File: src/rtl/vf_ramp_scheduler.sv
// vf_ramp_scheduler
// Sequences the inverter PWM modulator: bootstrap precharge, frequency ramp,
// steady run, controlled stop and fault shutdown. Produces the reference
// frequency command (phase increment) and a V/f amplitude command, both
// shadow-loaded on the carrier valley so the modulator never sees a
// mid-period change.
//
// Ports:
//   clk_50         system clock (50 MHz)
//   rst            synchronous reset, active-low
//   start          run request (level)
//   stop           stop request (level)
//   fault_in       hardware fault (overcurrent/desat), level
//   fault_clr      fault acknowledge pulse
//   freq_target    requested frequency, phase-increment units
//   carrier_sync   one-clock pulse at the carrier valley
//   freq_cmd       shadowed frequency command
//   amp_cmd        shadowed amplitude command
//   pwm_en         gate drivers enabled
//   boot_en        low-side on for bootstrap precharge
//   fault_latched  high while in FAULT
//   state          current sequencer state
//
// state    | meaning
// ---------+---------------------------------------------------------
// IDLE     | drivers off, waiting for start
// BOOT     | low-side on, charging bootstrap caps for BOOT_CYCLES
// RAMP     | drivers on, freq_int stepping toward the target
// RUN      | drivers on, freq_int equals the target
// STOPPING | drivers on, ramping to 0 until the shadow holds 0
// FAULT    | everything off, waiting for fault_clr with fault gone
module vf_ramp_scheduler #(
  parameter int unsigned FREQ_W      = 16,
  parameter int unsigned AMP_W       = 12,
  parameter int unsigned RAMP_DIV    = 5000,
  parameter int unsigned FREQ_STEP   = 4,
  parameter int unsigned FREQ_MIN    = 16,
  parameter int unsigned BOOT_CYCLES = 50000,
  parameter int unsigned VF_GAIN     = 64,
  parameter int unsigned BOOST       = 128,
  parameter int unsigned AMP_MAX     = 4095
) (
  input  logic              clk_50,
  input  logic              rst,
  input  logic              start,
  input  logic              stop,
  input  logic              fault_in,
  input  logic              fault_clr,
  input  logic [FREQ_W-1:0] freq_target,
  input  logic              carrier_sync,
  output logic [FREQ_W-1:0] freq_cmd,
  output logic [AMP_W-1:0]  amp_cmd,
  output logic              pwm_en,
  output logic              boot_en,
  output logic              fault_latched,
  output logic [2:0]        state
);

  localparam int unsigned PRESC_W = $clog2(RAMP_DIV + 1);
  localparam int unsigned BOOT_W  = $clog2(BOOT_CYCLES + 1);
  localparam int unsigned PROD_W  = FREQ_W + 8;

  typedef enum logic [2:0] {
    S_IDLE     = 3'd0,
    S_BOOT     = 3'd1,
    S_RAMP     = 3'd2,
    S_RUN      = 3'd3,
    S_STOPPING = 3'd4,
    S_FAULT    = 3'd5
  } state_t;

  state_t              state_q, state_d;
  logic [PRESC_W-1:0]  presc_q, presc_d;
  logic [BOOT_W-1:0]   boot_cnt_q, boot_cnt_d;
  logic [FREQ_W-1:0]   freq_int_q, freq_int_d;
  logic [FREQ_W-1:0]   freq_cmd_q, freq_cmd_d;
  logic [AMP_W-1:0]    amp_cmd_q, amp_cmd_d;

  logic                active;
  logic                tick;
  logic [FREQ_W-1:0]   run_target;
  logic [FREQ_W-1:0]   tick_target;
  logic [FREQ_W-1:0]   step_freq;
  logic [PROD_W-1:0]   vf_prod;
  logic [PROD_W-1:0]   vf_sum;
  logic [AMP_W-1:0]    amp_int;

  // Target, tick and one-step move toward the target
  always_comb begin
    run_target = (freq_target < FREQ_W'(FREQ_MIN)) ? FREQ_W'(FREQ_MIN) : freq_target;
    active     = (state_q == S_RAMP) || (state_q == S_RUN) || (state_q == S_STOPPING);
    tick       = active && (presc_q == PRESC_W'(RAMP_DIV - 1));
    tick_target = (state_q == S_STOPPING) ? '0 : run_target;

    step_freq = freq_int_q;
    if (freq_int_q < tick_target) begin
      if ((tick_target - freq_int_q) <= FREQ_W'(FREQ_STEP)) begin
        step_freq = tick_target;
      end else begin
        step_freq = freq_int_q + FREQ_W'(FREQ_STEP);
      end
    end else begin
      if ((freq_int_q - tick_target) <= FREQ_W'(FREQ_STEP)) begin
        step_freq = tick_target;
      end else begin
        step_freq = freq_int_q - FREQ_W'(FREQ_STEP);
      end
    end
  end

  // V/f law: widened product so the shift and boost cannot wrap before the clamp
  always_comb begin
    vf_prod = {8'd0, freq_int_q} * PROD_W'(VF_GAIN);
    vf_sum  = PROD_W'(BOOST) + (vf_prod >> 8);
    if (freq_int_q == '0) begin
      amp_int = '0;
    end else if (vf_sum > PROD_W'(AMP_MAX)) begin
      amp_int = AMP_W'(AMP_MAX);
    end else begin
      amp_int = vf_sum[AMP_W-1:0];
    end
  end

  // Next state, counters and shadow registers
  always_comb begin
    state_d    = state_q;
    freq_int_d = tick ? step_freq : freq_int_q;
    presc_d    = '0;
    boot_cnt_d = '0;
    freq_cmd_d = freq_cmd_q;
    amp_cmd_d  = amp_cmd_q;

    if (fault_in) begin
      state_d    = S_FAULT;
      freq_int_d = '0;
    end else begin
      case (state_q)
        S_IDLE: begin
          if (start && !stop) state_d = S_BOOT;
        end
        S_BOOT: begin
          if (stop) begin
            state_d = S_IDLE;
          end else if (boot_cnt_q == BOOT_W'(BOOT_CYCLES - 1)) begin
            state_d = S_RAMP;
          end
        end
        S_RAMP, S_RUN: begin
          if (stop) begin
            state_d = S_STOPPING;
          end else begin
            state_d = (freq_int_d == run_target) ? S_RUN : S_RAMP;
          end
        end
        S_STOPPING: begin
          // Leave only once the modulator has actually been handed a zero command
          if ((freq_int_q == '0) && (freq_cmd_q == '0)) state_d = S_IDLE;
        end
        S_FAULT: begin
          if (fault_clr) state_d = S_IDLE;
        end
        default: state_d = S_IDLE;
      endcase
    end

    // Prescaler and boot counter restart from 0 on every entry
    if (active && ((state_d == S_RAMP) || (state_d == S_RUN) || (state_d == S_STOPPING))) begin
      presc_d = tick ? '0 : presc_q + PRESC_W'(1);
    end
    if ((state_q == S_BOOT) && (state_d == S_BOOT)) begin
      boot_cnt_d = boot_cnt_q + BOOT_W'(1);
    end

    // Fault clears the shadow at once; otherwise load the pre-tick value at the valley
    if (fault_in) begin
      freq_cmd_d = '0;
      amp_cmd_d  = '0;
    end else if (carrier_sync && (state_q != S_FAULT)) begin
      freq_cmd_d = freq_int_q;
      amp_cmd_d  = amp_int;
    end
  end

  always_ff @(posedge clk_50) begin
    if (!rst) begin
      state_q    <= S_IDLE;
      presc_q    <= '0;
      boot_cnt_q <= '0;
      freq_int_q <= '0;
      freq_cmd_q <= '0;
      amp_cmd_q  <= '0;
    end else begin
      state_q    <= state_d;
      presc_q    <= presc_d;
      boot_cnt_q <= boot_cnt_d;
      freq_int_q <= freq_int_d;
      freq_cmd_q <= freq_cmd_d;
      amp_cmd_q  <= amp_cmd_d;
    end
  end

  assign freq_cmd      = freq_cmd_q;
  assign amp_cmd       = amp_cmd_q;
  assign pwm_en        = active;
  assign boot_en       = (state_q == S_BOOT);
  assign fault_latched = (state_q == S_FAULT);
  assign state         = state_q;

endmodule
File: config.mk
export PLATFORM = sky130hd
export DESIGN_NAME = vf_ramp_scheduler
export DESIGN_NICKNAME = d
export VERILOG_FILES = /design/src/rtl/vf_ramp_scheduler.sv
export SDC_FILE = /design/constraint.sdc
export NUM_CORES = 1
export LEC_CHECK = 0
export CAP_MARGIN = 10
export CORE_ASPECT_RATIO = 1.25
export CORE_MARGIN = 8
export CORE_UTILIZATION = 55
export DETAILED_ROUTE_END_ITERATION = 8
export PLACE_DENSITY_LB_ADDON = 0.25
export SKIP_CTS_REPAIR_TIMING = 1
export SYNTH_ARGS = -nofsm -noshare
export SYNTH_HDL_FRONTEND = slang
export SYNTH_SLANG_ARGS = --single-unit
export TNS_END_PERCENT = 30
File: constraint.sdc
create_clock -name clk_50 -period 12.2 [get_ports clk_50]
set_input_delay 1.83 -clock clk_50 [delete_from_list [all_inputs] [get_ports clk_50]]
set_output_delay 1.83 -clock clk_50 [all_outputs]
set_load 0.03 [all_outputs]
# Word-level counts from Yosys, hierarchy flattened
# Cells that the tools add are included.
[totals]
mem_bits_rw = 0
mem_bits_ro = 0
ff_bits = 76
latch_bits = 0
output_inout_bits = 34
input_bits = 23
mem_count = 0
wordCells = 68
[op_classes]
n_eq_ne = 13
bitwise = 2
n_lt_le_gt_ge = 5
mul = 0
div = 0
shifts = 0
addsub = 7
reduce_logical = 18
n_mux = 17
[ops]
columns = ["operator", "n"]
rows = [
  ["$mux W16", 6],
  ["$le A16 B3 Y1 const B", 2],
  ["$logic_not A16 Y1", 2],
  ["$sub A16 B16 Y16", 2],
  ["$mux W12", 2],
  ["$mux W3", 7],
  ["$add A16 B1 Y16 const B", 1],
  ["$add A16 B3 Y16 const B", 1],
  ["$eq A16 B16 Y1", 1],
  ["$eq A16 B16 Y1 const B", 1],
  ["$lt A16 B16 Y1", 1],
  ["$lt A16 B5 Y1 const B", 1],
  ["$sub A16 B3 Y16 const B", 1],
  ["$add A8 B14 Y15 const A", 1],
  ["$gt A15 B12 Y1 const B", 1],
  ["$pmux W3 S5", 1],
  ["$add A13 B1 Y13 const B", 1],
  ["$eq A13 B13 Y1 const B", 1],
  ["$eq A3 B2 Y1 const B", 4],
  ["$eq A3 B3 Y1 const B", 3],
  ["$eq A3 B1 Y1 const B", 2],
  ["$logic_and A1 B1 Y1", 6],
  ["$logic_or A1 B1 Y1", 4],
  ["$reduce_or A2 Y1", 2],
  ["other kinds (7)", 8],
]

# Longest topological paths before layout
[depth]
word_depth = 19
depth_mapped = 25
ltp_nobuf = 19

# Worst setup path before layout
# No wires, ideal clock.
[synth_timing]
kind = "in2reg"
startpoint = "input port freq_target[14]"
endpoint = "register boot_cnt_q[2]"
setup_ns = 0.088
setup_slack_ns = 5.856
stages = 21
path_buffers = 3
required_time_ns = 12.112
arrival_ns = 6.257
cell_sequence = "nor4_4 > a31oi_1 > clkbuf_1 > nand2_1 > ha_1 > clkbuf_1 > and2_1 > and3_1 > a211oi_1 > a21o_1 > mux2i_1 > a21boi_0 > and4_1 > clkbuf_1 > mux2i_1 > or2_2 > o221ai_1 > or4_1 > nor4b_2 > a21oi_1 > nor4_2"
[synth_between]
elab_chain_len = 16
elab_cells_between_ends = 20
classes_between = "add/sub: 2; order compare: 4; eq/ne: 2; mux: 10; reduce/logical: 2"
[synth_rtl]
columns = ["element", "line_no", "text"]
rows = [
  ["start, declared", "49", "input logic [FREQ_W-1:0] freq_target,"],
  ["$lt A16 B5 Y1", "90", "run_target = (freq_target < FREQ_W'(FREQ_MIN)) ? FREQ_W'(FREQ_MIN) : freq_target;"],
  ["$mux W16 (*)", "90", ""],
  ["$mux W16", "93", "tick_target = (state_q == S_STOPPING) ? '0 : run_target;"],
  ["$sub A16 B16 Y16 (on tied branches)", "103, 97", ""],
  ["$le A16 B3 Y1 (on tied branches)", "103, 97", ""],
  ["$mux W16 (on tied branches)", "103, 97", ""],
  ["$mux W16", "96", "if (freq_int_q < tick_target) begin"],
  ["$mux W16", "127", "freq_int_d = tick ? step_freq : freq_int_q;"],
  ["$eq A16 B16 Y1 (*)", "152", "state_d = (freq_int_d == run_target) ? S_RUN : S_RAMP;"],
  ["$mux W1 (*)", "152", ""],
  ["$mux W3 (*)", "149", "if (stop) begin"],
  ["$pmux W3 S5 (*)", "137", "case (state_q)"],
  ["$mux W3 (*)", "133", "if (fault_in) begin"],
  ["$eq A3 B1 Y1 (*)", "170", "if ((state_q == S_BOOT) && (state_d == S_BOOT)) begin"],
  ["$logic_and A1 B1 Y1 (*)", "170", ""],
  ["$reduce_and A2 Y1 (no line) (*)", "-", ""],
  ["end signal, assigned", "195", "boot_cnt_q <= boot_cnt_d;"],
  ["end, declared", "74", "logic [BOOT_W-1:0] boot_cnt_q, boot_cnt_d;"],
]
# Mark *: on every way between the ends. The rest lies on a longest branch, timed or not.
# A chain may end at the register's enable or synchronous reset.

# Worst setup path after layout
[layout_timing]
startpoint = "input port freq_target[13]"
endpoint = "register boot_cnt_q[2]"
# The elaborated chain is that of the path after synthesis.

==> flow_summary.yaml <==
run_status:
  status: "complete, no violations"
worst_setup_path:
  critical-path-max-stage-delay_ns: 0.78
  crit_type: "input port to register"
  critPathCaptureType: "register"
  critPathTopFamily: "compound AO/OA/AOI/OAI gates"
  crit_path_top_delay_cell: "o21ai_0"
  worstSetupPathDepth: 19
  reg2reg_depth: 17
  cp.arrival_ns: 8.80
  start_kind: "input port"
  crit_start: "freq_target[13]"
  r2r-end: "boot_cnt_q[2]"
  cp_num_buf_inv: 1
  rrSetupSlack_ns: 4.85
  crit_path_end: "boot_cnt_q[2]"
  cp_cell_sequence: "clkdlybuf4s50_1 -> nor4_4 -> a31o_2 -> nand2_1 -> ha_1 -> a21oi_1 -> o21ai_0 -> a31oi_1 -> mux2_2 -> a311oi_1 -> nand4_1 -> o21ai_0 -> o21a_1 -> o2bb2ai_1 -> or3_1 -> a21o_1 -> nor4_1 -> a21oi_1 -> nor4_2"
  cp.required_ns: 12.46
  path_max_fanout: 10
  r2r_start: "state[0]"
sta:
  finalClockSkew_ns: 0.008447
  setup_viol: 0
  min_period_ns: 8.538
  timing.setup.tns_ns: 0
  finalHoldViolations: 0
  rsz0062_at_grt: "false"
  max_slew_margin_pct: 26.26
  slew_viol_final: 0
  hold_slack_ns: 0.4497
  layout_setup_ws_ns: 3.662
  fin_crit_sh_pct: 69.99
  fmax_ghz: 0.1171
  tightest_slew_ns: 1.105
finish:
  drive_gt1_share_pct: 5.529
  nets: 1084
  areaGrowthSynthToFinish_pct: 12.82
  most-common-layout-cells: "nand2_1, nor2_1, a21oi_1"
  mostFrequentLayoutCell: "nand2_1"
  multi_input_area_um2: 5258
  fin_cells: 1199
  fillers: 1182
  final-seq-area_um2: 1521
  antenna_cells: 0
floorplanning:
  core_area_um2: 12720
  row_count: 46
  initial_utilization_pct: 56.33
  die-area_um2: 16960
  io_pins: 57
  die_w_um: 118.1
  die_h_um: 143.6
global_route:
  antenna_found_initial: 0
  grt-ovfl-total: 0
  gr-usage-all-layers_pct: 30.06
  grt_max_degree: 37
  grt_pass1_wl_mm: 41.11
  grt_pass1_vias: 7764
hold_path:
  hold_class: "register to register"
placed_design:
  place_congestion: 1.008
  numPlacedInstances: 1183
  place_ws_ns: 3.928
  portBuffers: 56
  hpwl_mm: 19.53
logic_synthesis:
  syn_inst: 1008
  yosysWarnings: 0
  syn-cell-area_um2: 7164
  ys_seq_area_share_pct: 21.24
  synthTopCellsByArea: "dfxtp_1, nand2_1, ha_1"
  async_flop_share_pct: 0
  ys_ff_latch: 76
  synth_cell_type_count: 87
  synth_ff_type: "dfxtp_1"
  synth_edf_count: 0
  synth_area_per_cell_um2: 7.108
  synth_nets: 1066
  yosys.area.top_type: "dfxtp_1"
  yosys.area.top_type_share_pct: 21.24
detailed_routing:
  viasPerCell: 6.703
  firstDrtPassIters: 7
  dr_total_vias: 8037
  drc: 0
  wl_per_cell_um: 21.77
  finalWirelength_mm: 26.10
  ant_nets: 0
  dr.first_iter.drc_count: 1028
pwr:
  powerDensity_nw_per_um2: 86.89
  p_leak_nw: 2.860
  ir_worst_vdd_mv: 0.08083
  finalPower_mw: 0.7023
clocking:
  cts_sinks: 76
  clk_pin_slew_ns: 0.06
  cts_made_buffers: 9
  cts_tree: "yes"
  cts_root_buf: "clkbuf_16"
  clock_latency_ns: 0.35
  max-clock-path-buffers: 2
  h-tree-depth: 3
flow_run:
  maxCapViolations: 0
## final cells by class
| class | instances | share of cell area, % |
|---|---|---|
| Multi-Input combinational cell | 834 | 65.05 |
| Sequential cell | 76 | 18.82 |
| Timing Repair Buffer | 61 | 7.399 |
| Clock buffer | 9 | 2.786 |
| Tap cell | 168 | 2.601 |
| Inverter | 44 | 2.043 |
| Clock inverter | 7 | 1.300 |
## kinds of logic after synthesis
kind of cell	share of synthesized area, %
AOI/OAI and AO/OA	27.72
xor gates and xnor gates	5.257
muxes	2.829
and+or+nand+nor	31.47
buffers and inverters	5.379
adders and majority gates	6.112
DFF	21.24
## report_power, final
part	switching [mW]	internal (mW)	total [mW]
clock network	0.122	0.183	0.305
logic	0.0947	0.0516	0.146
registers	0.00187	0.249	0.251
total	0.218	0.484	0.702
## worst min-delay path by stage
stage	start	endpoint	slack [ns]	depth (start not counted)
floorplan	boot_cnt_q[0]	boot_cnt_q[0]	0.42	1
global placement	boot_cnt_q[0]	boot_cnt_q[0]	0.43	1
detailed placement	boot_cnt_q[0]	boot_cnt_q[0]	0.44	1
CTS	boot_cnt_q[0]	boot_cnt_q[0]	0.45	1
global route	boot_cnt_q[0]	boot_cnt_q[0]	0.47	1
finish	boot_cnt_q[0]	boot_cnt_q[0]	0.45	1
## through the flow
step                instance area (um2)  utilization, %
floorplan                          7164               -
global placement                   7752           60.95
detailed placement                 7752           60.95
CTS                                8083           63.55
global route                       8083           63.55
finish                             8083           63.55
## cells in the mapped netlist (4+ instances only)
cell type / number
nand3_1: 44
a31oi_1: 16
o211ai_1: 18
a211o_1: 5
or3_1: 7
o21ai_0: 60
clkbuf_1: 44
and4_1: 6
xnor2_1: 29
a21oi_1: 77
ha_1: 35
a21o_1: 17
a22oi_1: 5
o22a_1: 5
nor2b_1: 14
or4_1: 5
nor2_1: 101
o31ai_1: 6
a311oi_1: 6
o41ai_1: 4
nor3_1: 35
mux2_2: 6
inv_1: 44
or2_2: 5
nor4_1: 10
nand2b_1: 6
nand4_1: 17
dfxtp_1: 76
buf_2: 5
a2111oi_0: 6
a211oi_1: 15
xor2_1: 14
o2111ai_1: 9
and2_1: 13
o21a_1: 11
nand3b_1: 4
mux2i_1: 12
and3_1: 13
nand2_1: 132
## state kept, by name (all words and copies together) (netlist names)
| signal | count |
|---|---|
| state | 3 |
| amp_cmd | 12 |
| boot_cnt_q | 16 |
| freq_int_q | 16 |
| presc_q | 13 |
| freq_cmd | 16 |
## per-layer routing
metal	track usage, %	share of wire (%)
met1	34.60	40
met2	49.18	45
met3	6.125	7.5
met4	21.69	6.8
met5	0	0
No activity file was read; power rests on OpenSTA's default activity.
